===== config.mk =====
export PLATFORM = sky130hd
export DESIGN_NAME = raw_scoreboard_flat
export DESIGN_NICKNAME = d
export VERILOG_FILES = /design/src/rtl/raw_scoreboard_if.sv /design/src/rtl/raw_scoreboard.sv /design/src/flat_wrapper.sv
export SDC_FILE = /design/constraint.sdc
export NUM_CORES = 1
export LEC_CHECK = 0
export BUFFER_PORTS_ARGS = -buffer_cell sky130_fd_sc_hd__buf_2
export CAP_MARGIN = 20
export CELL_PAD_IN_SITES_DETAIL_PLACEMENT = 2
export CELL_PAD_IN_SITES_GLOBAL_PLACEMENT = 2
export CORE_MARGIN = 2
export CORE_UTILIZATION = 40
export DETAILED_ROUTE_END_ITERATION = 16
export GPL_TIMING_DRIVEN = 1
export HOLD_SLACK_MARGIN = 0.15
export MAX_ROUTING_LAYER = met4
export PLACE_DENSITY = 0.83
export SYNTH_ARGS = -nofsm -noshare
export SYNTH_HDL_FRONTEND = slang
export SYNTH_SLANG_ARGS = --single-unit
export TNS_END_PERCENT = 30

===== constraint.sdc =====
create_clock -name clk -period 3.3 [get_ports clk]
set_input_delay 0.33 -clock clk [delete_from_list [all_inputs] [get_ports clk]]
set_output_delay 0.33 -clock clk [all_outputs]
set_load 0.01 [all_outputs]

===== src/rtl/raw_scoreboard_if.sv =====
`default_nettype none
// ============================================================================
// Module   : raw_scoreboard_if
// Brief    : Issue / writeback / load-return / status bundle between the
//            pipeline control and the RAW scoreboard.
// Revision : 1.0 - initial release
// ============================================================================
interface raw_scoreboard_if #(
  parameter int NREG   = 32,
  parameter int PERF_W = 16
);
  localparam int ADDR_W = $clog2(NREG);

  // Issue stage request
  logic              issue_valid_i;
  logic              issue_rd_en_i;
  logic [ADDR_W-1:0] issue_rd_addr_i;
  logic              issue_is_load_i;
  logic              issue_rs1_en_i;
  logic [ADDR_W-1:0] issue_rs1_addr_i;
  logic              issue_rs2_en_i;
  logic [ADDR_W-1:0] issue_rs2_addr_i;
  logic              issue_ready_o;

  // Retirement and load-return events
  logic              wb_valid_i;
  logic [ADDR_W-1:0] wb_rd_addr_i;
  logic              ld_ret_valid_i;
  logic [ADDR_W-1:0] ld_ret_rd_addr_i;
  logic              flush_i;

  // Status towards forwarding unit and pipeline control
  logic              rs1_pending_o;
  logic              rs2_pending_o;
  logic              busy_o;
  logic              stall_o;
  logic [PERF_W-1:0] stall_cnt_o;
  logic              err_o;

  // Pipeline-control side: drives events, observes readiness/status
  modport master (
    output issue_valid_i, issue_rd_en_i, issue_rd_addr_i, issue_is_load_i,
    output issue_rs1_en_i, issue_rs1_addr_i, issue_rs2_en_i, issue_rs2_addr_i,
    output wb_valid_i, wb_rd_addr_i, ld_ret_valid_i, ld_ret_rd_addr_i, flush_i,
    input  issue_ready_o, rs1_pending_o, rs2_pending_o, busy_o,
    input  stall_o, stall_cnt_o, err_o
  );

  // Scoreboard side
  modport slave (
    input  issue_valid_i, issue_rd_en_i, issue_rd_addr_i, issue_is_load_i,
    input  issue_rs1_en_i, issue_rs1_addr_i, issue_rs2_en_i, issue_rs2_addr_i,
    input  wb_valid_i, wb_rd_addr_i, ld_ret_valid_i, ld_ret_rd_addr_i, flush_i,
    output issue_ready_o, rs1_pending_o, rs2_pending_o, busy_o,
    output stall_o, stall_cnt_o, err_o
  );
endinterface
`default_nettype wire


===== src/rtl/raw_scoreboard.sv =====
`default_nettype none
// ============================================================================
// Module   : raw_scoreboard
// Brief    : Tracks in-flight register writes from issue to writeback and
//            stalls issue only when a source cannot be forwarded (load-use,
//            or a saturated in-flight counter). Keeps a stall-cycle counter
//            and a sticky protocol-error flag.
// Revision : 1.0 - initial release
// ============================================================================
module raw_scoreboard #(
  parameter int NREG   = 32,
  parameter int CNT_W  = 2,
  parameter int PERF_W = 16
) (
  input  logic            clk,
  input  logic            rst_n,
  raw_scoreboard_if.slave sb
);

  localparam int ADDR_W = $clog2(NREG);

  localparam logic [CNT_W-1:0]  c_cnt_max  = {CNT_W{1'b1}};
  localparam logic [CNT_W-1:0]  c_cnt_one  = CNT_W'(1);
  localparam logic [PERF_W-1:0] c_perf_max = {PERF_W{1'b1}};
  localparam logic [PERF_W-1:0] c_perf_one = PERF_W'(1);

  localparam logic [0:0] c_st_run   = 1'b0;
  localparam logic [0:0] c_st_stall = 1'b1;

  // --------------------------------------------------------------------------
  // State
  // --------------------------------------------------------------------------
  logic [CNT_W-1:0]  r_cnt [NREG];
  logic [NREG-1:0]   r_ld;
  logic [0:0]        r_state;
  logic [PERF_W-1:0] r_stall_cnt;
  logic              r_err;

  // --------------------------------------------------------------------------
  // Combinational nets
  // --------------------------------------------------------------------------
  logic [CNT_W-1:0]  w_cnt_nxt [NREG];
  logic [NREG-1:0]   w_ld_nxt;
  logic [NREG-1:0]   w_inc_vec;
  logic [NREG-1:0]   w_dec_vec;
  logic [NREG-1:0]   w_ret_vec;

  logic              w_rs1_nz;
  logic              w_rs2_nz;
  logic              w_rd_nz;
  logic              w_wb_nz;
  logic              w_ret_nz;
  logic [CNT_W-1:0]  w_rs1_cnt;
  logic [CNT_W-1:0]  w_rs2_cnt;
  logic [CNT_W-1:0]  w_rd_cnt;
  logic [CNT_W-1:0]  w_wb_cnt;
  logic              w_rs1_hz;
  logic              w_rs2_hz;
  logic              w_rd_full;
  logic              w_ready;
  logic              w_accept;
  logic              w_stall_cond;
  logic              w_wb_err;
  logic              w_ld_err;
  logic              w_busy;
  logic [0:0]        w_state_nxt;

  // --------------------------------------------------------------------------
  // Operand lookups. Register 0 is never tracked, so a zero address is
  // masked out explicitly rather than relying on entry 0 staying clear.
  // --------------------------------------------------------------------------
  assign w_rs1_nz  = sb.issue_rs1_en_i && (sb.issue_rs1_addr_i != '0);
  assign w_rs2_nz  = sb.issue_rs2_en_i && (sb.issue_rs2_addr_i != '0);
  assign w_rd_nz   = sb.issue_rd_en_i  && (sb.issue_rd_addr_i  != '0);
  assign w_wb_nz   = sb.wb_valid_i     && (sb.wb_rd_addr_i     != '0);
  assign w_ret_nz  = sb.ld_ret_valid_i && (sb.ld_ret_rd_addr_i != '0);

  assign w_rs1_cnt = r_cnt[sb.issue_rs1_addr_i];
  assign w_rs2_cnt = r_cnt[sb.issue_rs2_addr_i];
  assign w_rd_cnt  = r_cnt[sb.issue_rd_addr_i];
  assign w_wb_cnt  = r_cnt[sb.wb_rd_addr_i];

  // A source is unforwardable while its youngest writer is a load whose data
  // has not returned, or while the counter is saturated (the forwarding unit
  // cannot disambiguate more writers than the counter can hold).
  assign w_rs1_hz  = w_rs1_nz && (r_ld[sb.issue_rs1_addr_i] || (w_rs1_cnt == c_cnt_max));
  assign w_rs2_hz  = w_rs2_nz && (r_ld[sb.issue_rs2_addr_i] || (w_rs2_cnt == c_cnt_max));

  // One more writer would overflow the destination counter.
  assign w_rd_full = w_rd_nz && (w_rd_cnt == c_cnt_max);

  assign w_ready      = !sb.flush_i && !w_rs1_hz && !w_rs2_hz && !w_rd_full;
  assign w_accept     = sb.issue_valid_i && w_ready;
  assign w_stall_cond = sb.issue_valid_i && !w_ready && !sb.flush_i;

  // Protocol errors: retiring a register with nothing in flight, or a load
  // return for a register with no outstanding load.
  assign w_wb_err  = w_wb_nz  && (w_wb_cnt == '0);
  assign w_ld_err  = w_ret_nz && !r_ld[sb.ld_ret_rd_addr_i];

  // Decode the three per-register events into one-hot vectors.
  always_comb begin
    w_inc_vec = '0;
    w_dec_vec = '0;
    w_ret_vec = '0;
    if (w_accept && w_rd_nz) begin
      w_inc_vec[sb.issue_rd_addr_i] = 1'b1;
    end
    if (w_wb_nz && (w_wb_cnt != '0)) begin
      w_dec_vec[sb.wb_rd_addr_i] = 1'b1;
    end
    if (w_ret_nz) begin
      w_ret_vec[sb.ld_ret_rd_addr_i] = 1'b1;
    end
  end

  // Per-register next state. A same-cycle issue and retire cancel out; a
  // same-cycle issue always decides the load flag over a load return.
  always_comb begin
    w_ld_nxt = '0;
    for (int i = 0; i < NREG; i++) begin
      w_cnt_nxt[i] = r_cnt[i];
      w_ld_nxt[i]  = r_ld[i];
      if (i == 0 || sb.flush_i) begin
        w_cnt_nxt[i] = '0;
        w_ld_nxt[i]  = 1'b0;
      end else begin
        if (w_inc_vec[i] && !w_dec_vec[i]) begin
          w_cnt_nxt[i] = r_cnt[i] + c_cnt_one;
        end else if (!w_inc_vec[i] && w_dec_vec[i]) begin
          w_cnt_nxt[i] = r_cnt[i] - c_cnt_one;
        end
        if (w_inc_vec[i]) begin
          w_ld_nxt[i] = sb.issue_is_load_i;
        end else if (w_ret_vec[i]) begin
          w_ld_nxt[i] = 1'b0;
        end
      end
    end
  end

  // Register file of in-flight counters and pending-load flags.
  always_ff @(posedge clk or negedge rst_n) begin
    if (!rst_n) begin
      for (int i = 0; i < NREG; i++) begin
        r_cnt[i] <= '0;
      end
      r_ld <= '0;
    end else begin
      for (int i = 0; i < NREG; i++) begin
        r_cnt[i] <= w_cnt_nxt[i];
      end
      r_ld <= w_ld_nxt;
    end
  end

  // Any register with a nonzero counter means writes are still in flight.
  always_comb begin
    w_busy = 1'b0;
    for (int i = 0; i < NREG; i++) begin
      w_busy = w_busy | (r_cnt[i] != '0);
    end
  end

  // --------------------------------------------------------------------------
  // Stall FSM: enter STALL on a blocked issue, leave once the instruction is
  // accepted or withdrawn.
  // --------------------------------------------------------------------------
  always_comb begin
    w_state_nxt = r_state;
    case (r_state)
      c_st_run: begin
        if (w_stall_cond) begin
          w_state_nxt = c_st_stall;
        end
      end
      c_st_stall: begin
        if (w_accept || !sb.issue_valid_i) begin
          w_state_nxt = c_st_run;
        end
      end
      default: w_state_nxt = c_st_run;
    endcase
  end

  // FSM state, saturating stall-cycle counter and sticky error flag.
  always_ff @(posedge clk or negedge rst_n) begin
    if (!rst_n) begin
      r_state     <= c_st_run;
      r_stall_cnt <= '0;
      r_err       <= 1'b0;
    end else begin
      r_state <= w_state_nxt;
      if (w_stall_cond && (r_stall_cnt != c_perf_max)) begin
        r_stall_cnt <= r_stall_cnt + c_perf_one;
      end
      // A flush squashes the cycle's wb/load-return, so they cannot err.
      if (!sb.flush_i && (w_wb_err || w_ld_err)) begin
        r_err <= 1'b1;
      end
    end
  end

  // --------------------------------------------------------------------------
  // Outputs
  // --------------------------------------------------------------------------
  assign sb.issue_ready_o = w_ready;
  assign sb.rs1_pending_o = w_rs1_nz && (w_rs1_cnt != '0);
  assign sb.rs2_pending_o = w_rs2_nz && (w_rs2_cnt != '0);
  assign sb.busy_o        = w_busy;
  assign sb.stall_o       = (r_state == c_st_stall);
  assign sb.stall_cnt_o   = r_stall_cnt;
  assign sb.err_o         = r_err;

endmodule
`default_nettype wire


===== src/flat_wrapper.sv =====
// flat-port wrapper written by rule: the top's interface ports become plain ports
module raw_scoreboard_flat 
#(
  parameter int NREG   = 32,
  parameter int CNT_W  = 2,
  parameter int PERF_W = 16
)
  (clk, rst_n, sb_issue_valid_i, sb_issue_rd_en_i, sb_issue_rd_addr_i, sb_issue_is_load_i, sb_issue_rs1_en_i, sb_issue_rs1_addr_i, sb_issue_rs2_en_i, sb_issue_rs2_addr_i, sb_wb_valid_i, sb_wb_rd_addr_i, sb_ld_ret_valid_i, sb_ld_ret_rd_addr_i, sb_flush_i, sb_issue_ready_o, sb_rs1_pending_o, sb_rs2_pending_o, sb_busy_o, sb_stall_o, sb_stall_cnt_o, sb_err_o);
  raw_scoreboard_if #(.NREG(NREG), .PERF_W(PERF_W)) sb_i ();
  input  logic clk;
  input  logic rst_n;
  input wire logic [$bits(sb_i.issue_valid_i)-1:0] sb_issue_valid_i;
  input wire logic [$bits(sb_i.issue_rd_en_i)-1:0] sb_issue_rd_en_i;
  input wire logic [$bits(sb_i.issue_rd_addr_i)-1:0] sb_issue_rd_addr_i;
  input wire logic [$bits(sb_i.issue_is_load_i)-1:0] sb_issue_is_load_i;
  input wire logic [$bits(sb_i.issue_rs1_en_i)-1:0] sb_issue_rs1_en_i;
  input wire logic [$bits(sb_i.issue_rs1_addr_i)-1:0] sb_issue_rs1_addr_i;
  input wire logic [$bits(sb_i.issue_rs2_en_i)-1:0] sb_issue_rs2_en_i;
  input wire logic [$bits(sb_i.issue_rs2_addr_i)-1:0] sb_issue_rs2_addr_i;
  input wire logic [$bits(sb_i.wb_valid_i)-1:0] sb_wb_valid_i;
  input wire logic [$bits(sb_i.wb_rd_addr_i)-1:0] sb_wb_rd_addr_i;
  input wire logic [$bits(sb_i.ld_ret_valid_i)-1:0] sb_ld_ret_valid_i;
  input wire logic [$bits(sb_i.ld_ret_rd_addr_i)-1:0] sb_ld_ret_rd_addr_i;
  input wire logic [$bits(sb_i.flush_i)-1:0] sb_flush_i;
  output wire logic [$bits(sb_i.issue_ready_o)-1:0] sb_issue_ready_o;
  output wire logic [$bits(sb_i.rs1_pending_o)-1:0] sb_rs1_pending_o;
  output wire logic [$bits(sb_i.rs2_pending_o)-1:0] sb_rs2_pending_o;
  output wire logic [$bits(sb_i.busy_o)-1:0] sb_busy_o;
  output wire logic [$bits(sb_i.stall_o)-1:0] sb_stall_o;
  output wire logic [$bits(sb_i.stall_cnt_o)-1:0] sb_stall_cnt_o;
  output wire logic [$bits(sb_i.err_o)-1:0] sb_err_o;
  assign sb_i.issue_valid_i = sb_issue_valid_i;
  assign sb_i.issue_rd_en_i = sb_issue_rd_en_i;
  assign sb_i.issue_rd_addr_i = sb_issue_rd_addr_i;
  assign sb_i.issue_is_load_i = sb_issue_is_load_i;
  assign sb_i.issue_rs1_en_i = sb_issue_rs1_en_i;
  assign sb_i.issue_rs1_addr_i = sb_issue_rs1_addr_i;
  assign sb_i.issue_rs2_en_i = sb_issue_rs2_en_i;
  assign sb_i.issue_rs2_addr_i = sb_issue_rs2_addr_i;
  assign sb_i.wb_valid_i = sb_wb_valid_i;
  assign sb_i.wb_rd_addr_i = sb_wb_rd_addr_i;
  assign sb_i.ld_ret_valid_i = sb_ld_ret_valid_i;
  assign sb_i.ld_ret_rd_addr_i = sb_ld_ret_rd_addr_i;
  assign sb_i.flush_i = sb_flush_i;
  assign sb_issue_ready_o = sb_i.issue_ready_o;
  assign sb_rs1_pending_o = sb_i.rs1_pending_o;
  assign sb_rs2_pending_o = sb_i.rs2_pending_o;
  assign sb_busy_o = sb_i.busy_o;
  assign sb_stall_o = sb_i.stall_o;
  assign sb_stall_cnt_o = sb_i.stall_cnt_o;
  assign sb_err_o = sb_i.err_o;
  raw_scoreboard #(.NREG(NREG), .CNT_W(CNT_W), .PERF_W(PERF_W)) u_core (.clk(clk), .rst_n(rst_n), .sb(sb_i));
endmodule

; ---- Word level (Yosys, flattened, before mapping)
; Index checks and enable logic that the tools add are counted.
[op_classes]
addsub = 63
magnitude_cmp = 12
n_eq_ne = 4
muxes = 216
bitwise_logic = 35
reduce_logical = 262
[op_table]
columns = operator, n
row1 = two-way mux 2 bit, 101
row2 = nonzero test 3 bit, 62
row3 = two-way mux 1 bit, 101
row4 = two-way mux 32 bit, 3
row5 = logical AND 1 bit, 87
row6 = zero test 1 bit, 69
row7 = nonzero test 2 bit, 34
row8 = "adder 2 x 1 -> 2 bit, second input constant", 31
row9 = "subtractor 2 x 1 -> 2 bit, second input constant", 31
row10 = binary-select mux 2 bit (select 5 bit), 4
row11 = "less-than comparator 5 x 6 -> 1 bit, second input constant", 5
row12 = bitwise OR 1 bit, 30
row13 = nonzero test 5 bit, 5
row14 = "greater-or-equal comparator 6 bit, second input constant", 4
row15 = inverter 5 -> 6 bit, 4
row16 = "adder 16 x 1 -> 16 bit, second input constant", 1
row17 = "inequality test 16 bit, second input constant", 1
row18 = binary-select mux 1 bit (select 5 bit), 3
row19 = demux 1 bit (select 5 bit), 3
row20 = "greater-or-equal comparator 5 x 1 -> 1 bit, second input constant", 3
row21 = "equality test 2 bit, second input constant", 3
row22 = logical OR 1 bit, 4
row23 = zero test 2 bit, 1
row24 = case mux 1 bit (2 select lines), 1
row25 = inverter 1 bit, 1
[totals]
register_bits = 111
in_bits = 35
out_inout_bits = 22
word_cells = 657

; ---- Logic depth before layout (Yosys ltp)
; Gate-level depths: netlist of the first run.
[logic_depth]
depth_word = 31
depth_mapped = 14
mapped_depth_nobuf = 9

; ---- Least setup slack after synthesis of the first run
; OpenSTA, ideal clock, no wires.
[synth_timing]
path_type = input port to flip-flop
from = in sb_issue_rs1_addr_i[2]
to = reg u_core.r_ld[23]
setup_ps = 125
arrival_time_ps = 2584
path_slack_ps = 592
stages = 8
path_cell_list = buf_2 > mux4_2 > mux2_2 > a311oi_1 > o311a_4 > and3_1 > and2b_1 > mux2_2
[synth_via]
elab_chain_len = 16
[synth_rtl]
columns = item, line
row1 = start: declaration, flat_wrapper.sv:17  ; input wire logic [$bits(sb_i.issue_rs1_addr_i)-1:0] sb_issue_rs1_addr_i;
row2 = inverter 5 -> 6 bit (not written as such), raw_scoreboard.sv:78  ; assign w_rs1_cnt = r_cnt[sb.issue_rs1_addr_i];
row3 = binary-select mux 2 bit (select 5 bit), raw_scoreboard.sv:78
row4 = two-way mux 2 bit (not written as such) (2 in a row), raw_scoreboard.sv:78
row5 = equality test 2 bit, raw_scoreboard.sv:86  ; assign w_rs1_hz = w_rs1_nz && (r_ld[sb.issue_rs1_addr_i] || (w_rs1_cnt == c_cnt_max));
row6 = logical OR 1 bit, raw_scoreboard.sv:86
row7 = logical AND 1 bit *, raw_scoreboard.sv:86
row8 = zero test 1 bit *, raw_scoreboard.sv:92  ; assign w_ready = !sb.flush_i && !w_rs1_hz && !w_rs2_hz && !w_rd_full;
row9 = logical AND 1 bit * (3 in a row), raw_scoreboard.sv:92
row10 = logical AND 1 bit *, raw_scoreboard.sv:93  ; assign w_accept = sb.issue_valid_i && w_ready;
row11 = logical AND 1 bit *, raw_scoreboard.sv:106  ; if (w_accept && w_rd_nz) begin
row12 = two-way mux 32 bit *, raw_scoreboard.sv:106
row13 = two-way mux 1 bit, raw_scoreboard.sv:133  ; if (w_inc_vec[i]) begin
row14 = two-way mux 1 bit, raw_scoreboard.sv:124  ; if (i == 0 || sb.flush_i) begin
row15 = end signal: assignment, raw_scoreboard.sv:153  ; r_ld <= w_ld_nxt;
row16 = end: declaration, raw_scoreboard.sv:34  ; logic [NREG-1:0] r_ld;
; Every way passes the cells marked *; elsewhere a longest branch is shown, timed or not. The select of a mux whose other input is x is not followed.
; A chain may end at the register's enable or synchronous reset.

; ---- Worst setup path in the final report of the first run
[layout_timing]
from = reg u_core.r_cnt[32] (netlist name)
to = reg u_core.r_cnt[40] (netlist name)
[layout_via]
elab_chain_len = 16
[layout_rtl]
columns = item, line
row1 = start: declaration, raw_scoreboard.sv:33  ; logic [CNT_W-1:0] r_cnt [NREG];
row2 = start signal: indexed assignment, raw_scoreboard.sv:151  ; r_cnt[i] <= w_cnt_nxt[i];
row3 = binary-select mux 2 bit (select 5 bit), raw_scoreboard.sv:78
row4 = two-way mux 2 bit (not written as such) (2 in a row), raw_scoreboard.sv:78
row5 = equality test 2 bit, raw_scoreboard.sv:86
row6 = logical OR 1 bit, raw_scoreboard.sv:86
row7 = logical AND 1 bit, raw_scoreboard.sv:86
row8 = zero test 1 bit, raw_scoreboard.sv:92
row9 = logical AND 1 bit (3 in a row), raw_scoreboard.sv:92
row10 = logical AND 1 bit, raw_scoreboard.sv:93
row11 = logical AND 1 bit, raw_scoreboard.sv:106
row12 = two-way mux 32 bit, raw_scoreboard.sv:106
row13 = logical AND 1 bit or zero test 1 bit (tied branches), "raw_scoreboard.sv:128, raw_scoreboard.sv:130"
row14 = two-way mux 2 bit or logical AND 1 bit (tied branches), "raw_scoreboard.sv:128, raw_scoreboard.sv:130"
row15 = two-way mux 2 bit or nonzero test 3 bit (tied branches), n/a
; Several ways; a longest one is shown, not always the timed one. The select of a mux whose other input is x is not followed.

==> flow_summary.json, run 1 <==
{
  "worst_setup_hold_path_clk_slew_ns": 0.09,
  "core_area_um2": 22800,
  "synth_most_common_cell": "dfrtp_1",
  "vias": 9188,
  "place.gp.congestion": 0.987,
  "nets": 1052,
  "n_fill_cell": 2434,
  "maxSlewHeadroom": 0.324,
  "rows": 55,
  "crit_start": "u_core.r_cnt[32]",
  "timing.critical_path.mode_cell": "nor2_1",
  "worst_slew_pin_slew_ns": 1.01,
  "diodes": 0,
  "syn_to_final_growth_pct": 12.6,
  "ys_seq_elements": 111,
  "grt_max_degree": 69,
  "first_pass_iters": 5,
  "synthTopCellsByCount": "dfrtp_1 (111), nor2_1 (95), a21oi_1 (58)",
  "synth_area_um2": 9310,
  "pwr-share-clk": 0.370,
  "pwr_density_cell_nw_per_um2": 304,
  "period_share": 0.998,
  "ios": 57,
  "grt_use_total": 0.357,
  "ys_types": 82,
  "irDropWorstVdd_mv": 0.233,
  "cp.required_ns": 3.55,
  "die_y_um": 157,
  "cts_buffers": 9,
  "critical_path_class": "flop to flop",
  "cts_tree": "done",
  "finalPower_mw": 3.19,
  "port_buffers": 56,
  "antenna_found_initial": 1,
  "power.switching_mw": 1.04,
  "routed_wl_um": 41300,
  "placed_area_um2": 10100,
  "reg2reg_from": "u_core.r_cnt[32]",
  "crit_buf_inv": 0,
  "fin_skew_ns": 0.0117,
  "clk_latency_ns": 0.38,
  "hold_class": "primary input to flop",
  "fmax_mhz": 304,
  "drive_gt1_frac": 0.251,
  "dieArea_um2": 24500,
  "syn_inst": 975,
  "p_leak_nw": 4.08,
  "met2_length_um": 19700,
  "vias_per_cell": 6.89,
  "cts_setup_buffers": 0,
  "p_int_mw": 2.15,
  "synth_top_area_frac": 0.298,
  "p_comb_frac": 0.179,
  "grt_pass1_wl_um": 63200,
  "p_seq_frac": 0.451,
  "start_util": 0.409,
  "whs_ns": 0.290,
  "rsz0062_at_grt": "yes",
  "cts.sinks": 111,
  "final.min_clock_period_ns": 3.29,
  "crit_family": "simple AND/OR/NAND/NOR gates",
  "setup_viol": 0,
  "synth_warnings": 0,
  "synth_nets": 1011,
  "cp.arrival_ns": 3.54,
  "yosysSeqAreaShare": 0.298,
  "ant_nets": 0,
  "end_kind": "flop",
  "wl_per_cell_um": 30.9,
  "root_buffer": "clkbuf_16",
  "grt_overflow_total": 0,
  "drv_slew": 0,
  "cpMaxStageDelayCell": "dfrtp_1",
  "design_area_um2": 10500,
  "status": "completed",
  "critPathMaxStageDelay_ns": 0.53,
  "setup_ws_ns": 0.00595,
  "ys.flop_type": "dfrtp_1",
  "grt_pass1_vias": 9890,
  "post-place-ws_ns": -0.00769,
  "m1WireLength_um": 16400,
  "postSynthAreaPerCell_um2": 9.55,
  "setup_tns_ns": 0,
  "dieWidth_um": 157,
  "hpwl_um": 30000,
  "yosysTopAreaCell": "dfrtp_1",
  "top_layer_used": "met4",
  "met3WireLength_um": 3350,
  "swShare": 0.327,
  "crit_path_start_kind": "flop",
  "synthTopCellsByArea": "dfrtp_1 (30%), mux4_2 (13%), mux2i_1 (4.8%)",
  "async_flop_share": 1.00,
  "min_from": "sb_issue_is_load_i",
  "synth-edff-count": 0,
  "drt_iter0_drc": 956,
  "drc": 0,
  "path_cells": "nor2_1, mux4_2, o22ai_1, o41ai_4, nor2_1, nand3_1, xnor2_1, a21oi_1, nor3b_1",
  "cts_max_level": 3,
  "cts.path.max_buffers": 2,
  "hold_viol": 0,
  "cp_max_fo": 7,
  "drv_cap": 0
}
registers in the layout (all words and copies together), names as in the netlist:
name,flops
u_core.r_cnt,62
u_core.sb.stall_cnt_o,16
u_core.r_ld,31
u_core.sb.err_o,1
u_core.sb.stall_o,1
tightest hold or removal path: stages:
cell and delay (ns):
buf_2 0.15, nand4_1 0.09, a21oi_1 0.06
cells in the final DEF, fill, tap and decap left out, types with 9 or more instances in the layout:
cell type  netlist  final
xor2_1          16     16
nand2b_1        13     13
o31ai_1         24     24
clkbuf_16        0      9
and3_1          13     13
dfrtp_1        111    102
a21oi_1         58     58
o22ai_1         14     12
buf_4            8     58
nand3b_1        13     13
nand4_1         18     18
or3_1           24     24
nor3_1          32     31
buf_2           19     55
xnor2_1         38     38
nand3_1         24     24
dfrtp_2          0      9
o21a_1           9      9
mux4_2          55     55
nor2_1          95     95
nor3b_1         18     18
o211ai_1        23     23
nor2b_1         15     15
nand2_1         40     40
o21ai_0         31     31
mux2i_1         45     45
mux2_2          22     22
worst paths after layout:
kind                       slack (ns)                  endpoint  cells after the start
min reg2reg                      0.49           u_core.sb.err_o                      1
min                              0.29           u_core.r_ld[16]                      3
max reg2reg                     0.006          u_core.r_cnt[40]                      9
max in group asynchronous        1.93          u_core.r_cnt[58]                      3
max                             0.006          u_core.r_cnt[40]                      9
min in group asynchronous        0.50  u_core.sb.stall_cnt_o[1]                      2
power groups by stage:
stage               Clock, mW  Combinational [mW]  Sequential [mW]
detailed placement          0               0.558             1.46
global route             1.24               0.608             1.45
finish                   1.18               0.572             1.44
floorplan                   0               0.312             1.47
global placement            0               0.538             1.46
CTS                      1.19               0.564             1.44
layout make-up:
class | count | area, um^2 | share of cell area
Multi-Input combinational cell | 767 | 6100 | 0.582
Inverter | 5 | 18.8 | 0.00179
Clock buffer | 9 | 225 | 0.0215
Clock inverter | 7 | 78.8 | 0.00752
Timing Repair Buffer | 122 | 881 | 0.0840
Tap cell | 313 | 392 | 0.0374
Sequential cell | 111 | 2790 | 0.266
metal layers:
layer	GRT usage	up-vias
met3	0.0587	121
met2	0.563	508
met5	-	-
met4	0.156	0
met1	0.455	4773
li1	-	3786
kinds of logic (layout without fill, tap and decap cells):
| logic type | after synthesis | in the layout | synth area share |
|---|---|---|---|
| DFF | 111 | 111 | 0.298 |
| adders and majority gates | 1 | 1 | 0.00134 |
| xor gates and xnor gates | 54 | 54 | 0.0508 |
| and+or+nand+nor | 356 | 356 | 0.212 |
| AOI/OAI and AO/OA | 227 | 227 | 0.169 |
| muxes | 129 | 129 | 0.216 |
| buffers and inverters | 97 | 143 | 0.0529 |
through the flow:
step | utilization | cells
floorplan | - | 975
global placement | 0.443 | 1317
detailed placement | 0.443 | 1317
CTS | 0.458 | 1334
global route | 0.460 | 1334
finish | 0.460 | 1334
timing repair:
item,CTS,global route
hold endpoints to repair,43,0
endpoints found under the setup margin,2,9
hold buffers,1,0
resized for setup,4,13
Power figures use the tool's default switching activity.
==> run 2: changes to the inputs <==
ABC_AREA = 1   (was default)
CELL_PAD_IN_SITES_DETAIL_PLACEMENT = 1   (was 2)
CORE_UTILIZATION = 34   (was 40)
PLACE_DENSITY = 0.85   (was 0.83)
==> run 2 against run 1 <==
Against the previous run: sequential power increased by 24%; critical path depth increased by 4; global-route usage decreased by 3.5 points; cell count increased by 72%; non-clock buffer count increased by 30; synthesized cell count increased by 86%; sequential share of layout area decreased by 3.8 points; critical path type is now flop to output pin.
==> flow_summary.json, run 2 <==
{
  "cts_max_level": 3,
  "grt_pass1_vias": 13000,
  "post-place-ws_ns": 0.246,
  "yosysTopAreaCell": "dfrtp_1",
  "ios": 57,
  "ys.flop_type": "dfrtp_1",
  "drive_gt1_frac": 0.114,
  "ys_types": 39,
  "critical_path_class": "flop to output pin",
  "syn_inst": 1813,
  "synth_area_um2": 10700,
  "grt_use_total": 0.322,
  "wl_per_cell_um": 22.2,
  "cts_buffers": 9,
  "setup_tns_ns": 0,
  "cp_max_fo": 16,
  "largest_register_ffs": 62,
  "final_common_cell": "nand2_1",
  "synth_warnings": 0,
  "reg2reg_from": "u_core.r_cnt[52]",
  "async_flop_share": 1.00,
  "reg2reg_to": "u_core.r_cnt[54]",
  "crit_path_start_kind": "flop",
  "finalPower_mw": 4.47,
  "nets": 1925,
  "period_share": 0.881,
  "postSynthAreaPerCell_um2": 5.89,
  "clk_latency_ns": 0.41,
  "drv_slew": 0,
  "dieWidth_um": 181,
  "start_util": 0.347,
  "grt_pass1_wl_um": 78200,
  "ff2ff_setup_slack_ns": 0.48,
  "synth_most_common_cell": "nand2_1",
  "ff2ff_path_depth": 16,
  "setup_ws_ns": 0.391,
  "diodes": 0,
  "fin_skew_ns": 0.0207,
  "core_area_um2": 30700,
  "die_y_um": 181,
  "hpwl_um": 39900,
  "synth-edff-count": 0,
  "hold_viol": 0,
  "synth_nets": 1849,
  "maxSlewHeadroom": 0.460,
  "rows": 64,
  "fmax_mhz": 344,
  "port_buffers": 56,
  "regMostFlops": "u_core.r_cnt",
  "vias_per_cell": 5.68,
  "drv_cap": 0,
  "final.min_clock_period_ns": 2.91,
  "antenna_found_initial": 0,
  "drc": 0,
  "setup_viol": 0,
  "routed_wl_um": 50900,
  "synth_top_area_frac": 0.260,
  "dieArea_um2": 32800,
  "cts.sinks": 111,
  "worst_setup_hold_path_clk_slew_ns": 0.09,
  "rsz0062_at_grt": "no",
  "cts_setup_buffers": 0,
  "hold_class": "primary input to flop",
  "end_kind": "output pin",
  "yosysSeqAreaShare": 0.260,
  "ant_nets": 0,
  "cp.required_ns": 2.97,
  "holdPathEnd": "u_core.sb.err_o",
  "worst_slew_pin_slew_ns": 0.810,
  "drt_iter0_drc": 1196,
  "min_from": "sb_ld_ret_valid_i",
  "synthTopCellsByArea": "dfrtp_1 (26%), nand2_1 (22%), nand3_1 (11%)",
  "cp.arrival_ns": 2.58,
  "ys_seq_elements": 111,
  "vias": 13000,
  "synthTopCellsByCount": "nand2_1 (628), nand3_1 (224), inv_1 (195)",
  "grt_overflow_total": 0,
  "p_leak_nw": 5.91,
  "layout_common_cells": "nand2_1 (628), nand3_1 (224), inv_1 (194)",
  "irDropWorstVdd_mv": 0.316,
  "status": "completed",
  "first_pass_iters": 5,
  "root_buffer": "clkbuf_16",
  "place.gp.congestion": 0.997,
  "whs_path_depth": 5,
  "cts_tree": "done",
  "grt_max_degree": 79,
  "post_cts_resized": 0,
  "syn_to_final_growth_pct": 14.3,
  "pwr_density_cell_nw_per_um2": 367,
  "cts.path.max_buffers": 2
}
## run 2: what timing repair did
| item | 4_1_cts | 5_1_grt |
|---|---|---|
| hold buffers | 1 | 0 |
| endpoints found under the setup margin | 0 | 0 |
| endpoints found under the hold margin | 39 | 0 |
## run 2: critical path: stages, from the launching register on
cell and delay (ns):
dfrtp_1 0.50, or2_2 0.35, nand3_1 0.10, nand3_1 0.08
nand3_1 0.11, nand2_1 0.06, nand2_1 0.05, nand2_1 0.07
nand2_1 0.07, nand2_1 0.06, nand2_2 0.23, buf_12 0.20
and2_4 0.17, buf_2 0.13
## run 2: logic make-up (layout without fill, tap and decap cells)
group	Yosys count	count (layout)	share of synthesized area
and+or+nand+nor	1165	1165	0.481
buffers and inverters	298	379	0.117
AOI/OAI and AO/OA	210	210	0.118
DFF	111	111	0.260
xor gates and xnor gates	28	28	0.0230
adders and majority gates	1	1	0.00117
## run 2: where the power goes
group          internal (mW)  switching [mW]  leakage (nW)
Combinational          0.495           0.989          4.28
Clock                  0.546           0.667         0.148
Sequential              1.49           0.284          1.48
Total                   2.53            1.94          5.91
## run 2: layout make-up
| type | count | area [um^2] |
|---|---|---|
| fill | 4191 | 18600 |
| tap | 396 | 495 |
| clock inverter | 7 | 82.6 |
| clock buffer | 9 | 225 |
| sequential | 111 | 2780 |
| multi-input combinational | 1404 | 6650 |
| inverter | 211 | 795 |
| timing repair buffer | 152 | 1170 |
## run 2: worst max-delay path by stage
stage,to,from,depth (start not counted),slack (ns)
final,sb_issue_ready_o,u_core.r_cnt[58],13,0.39
after CTS,sb_issue_ready_o,u_core.r_cnt[58],13,0.41
after global routing,u_core.r_cnt[4],u_core.r_cnt[58],17,0.21
after global placement,u_core.r_cnt[30],sb_issue_rd_addr_i[4],14,0.25
after detailed placement,u_core.r_cnt[30],sb_issue_rd_addr_i[4],14,0.25
after floorplan,u_core.r_cnt[32],sb_issue_rs1_addr_i[1],19,1.16
## run 2: per-layer routing
metal / track usage / vias up / share of wire
li1: - / 6114 / -
met1: 0.406 / 6392 / 0.44
met2: 0.506 / 407 / 0.46
met3: 0.0562 / 103 / 0.063
met4: 0.144 / 0 / 0.043
met5: - / - / 0
## run 2: per-stage QoR
step	hold slack, ns	utilization	cells	cell area (um^2)
2_1_floorplan	0.0344	-	1813	10700
3_3_place_gp	0.361	0.386	2273	11900
3_5_place_dp	0.361	0.386	2273	11900
4_1_cts	0.329	0.397	2290	12200
5_1_grt	0.382	0.397	2290	12200
6_report	0.339	0.397	2290	12200
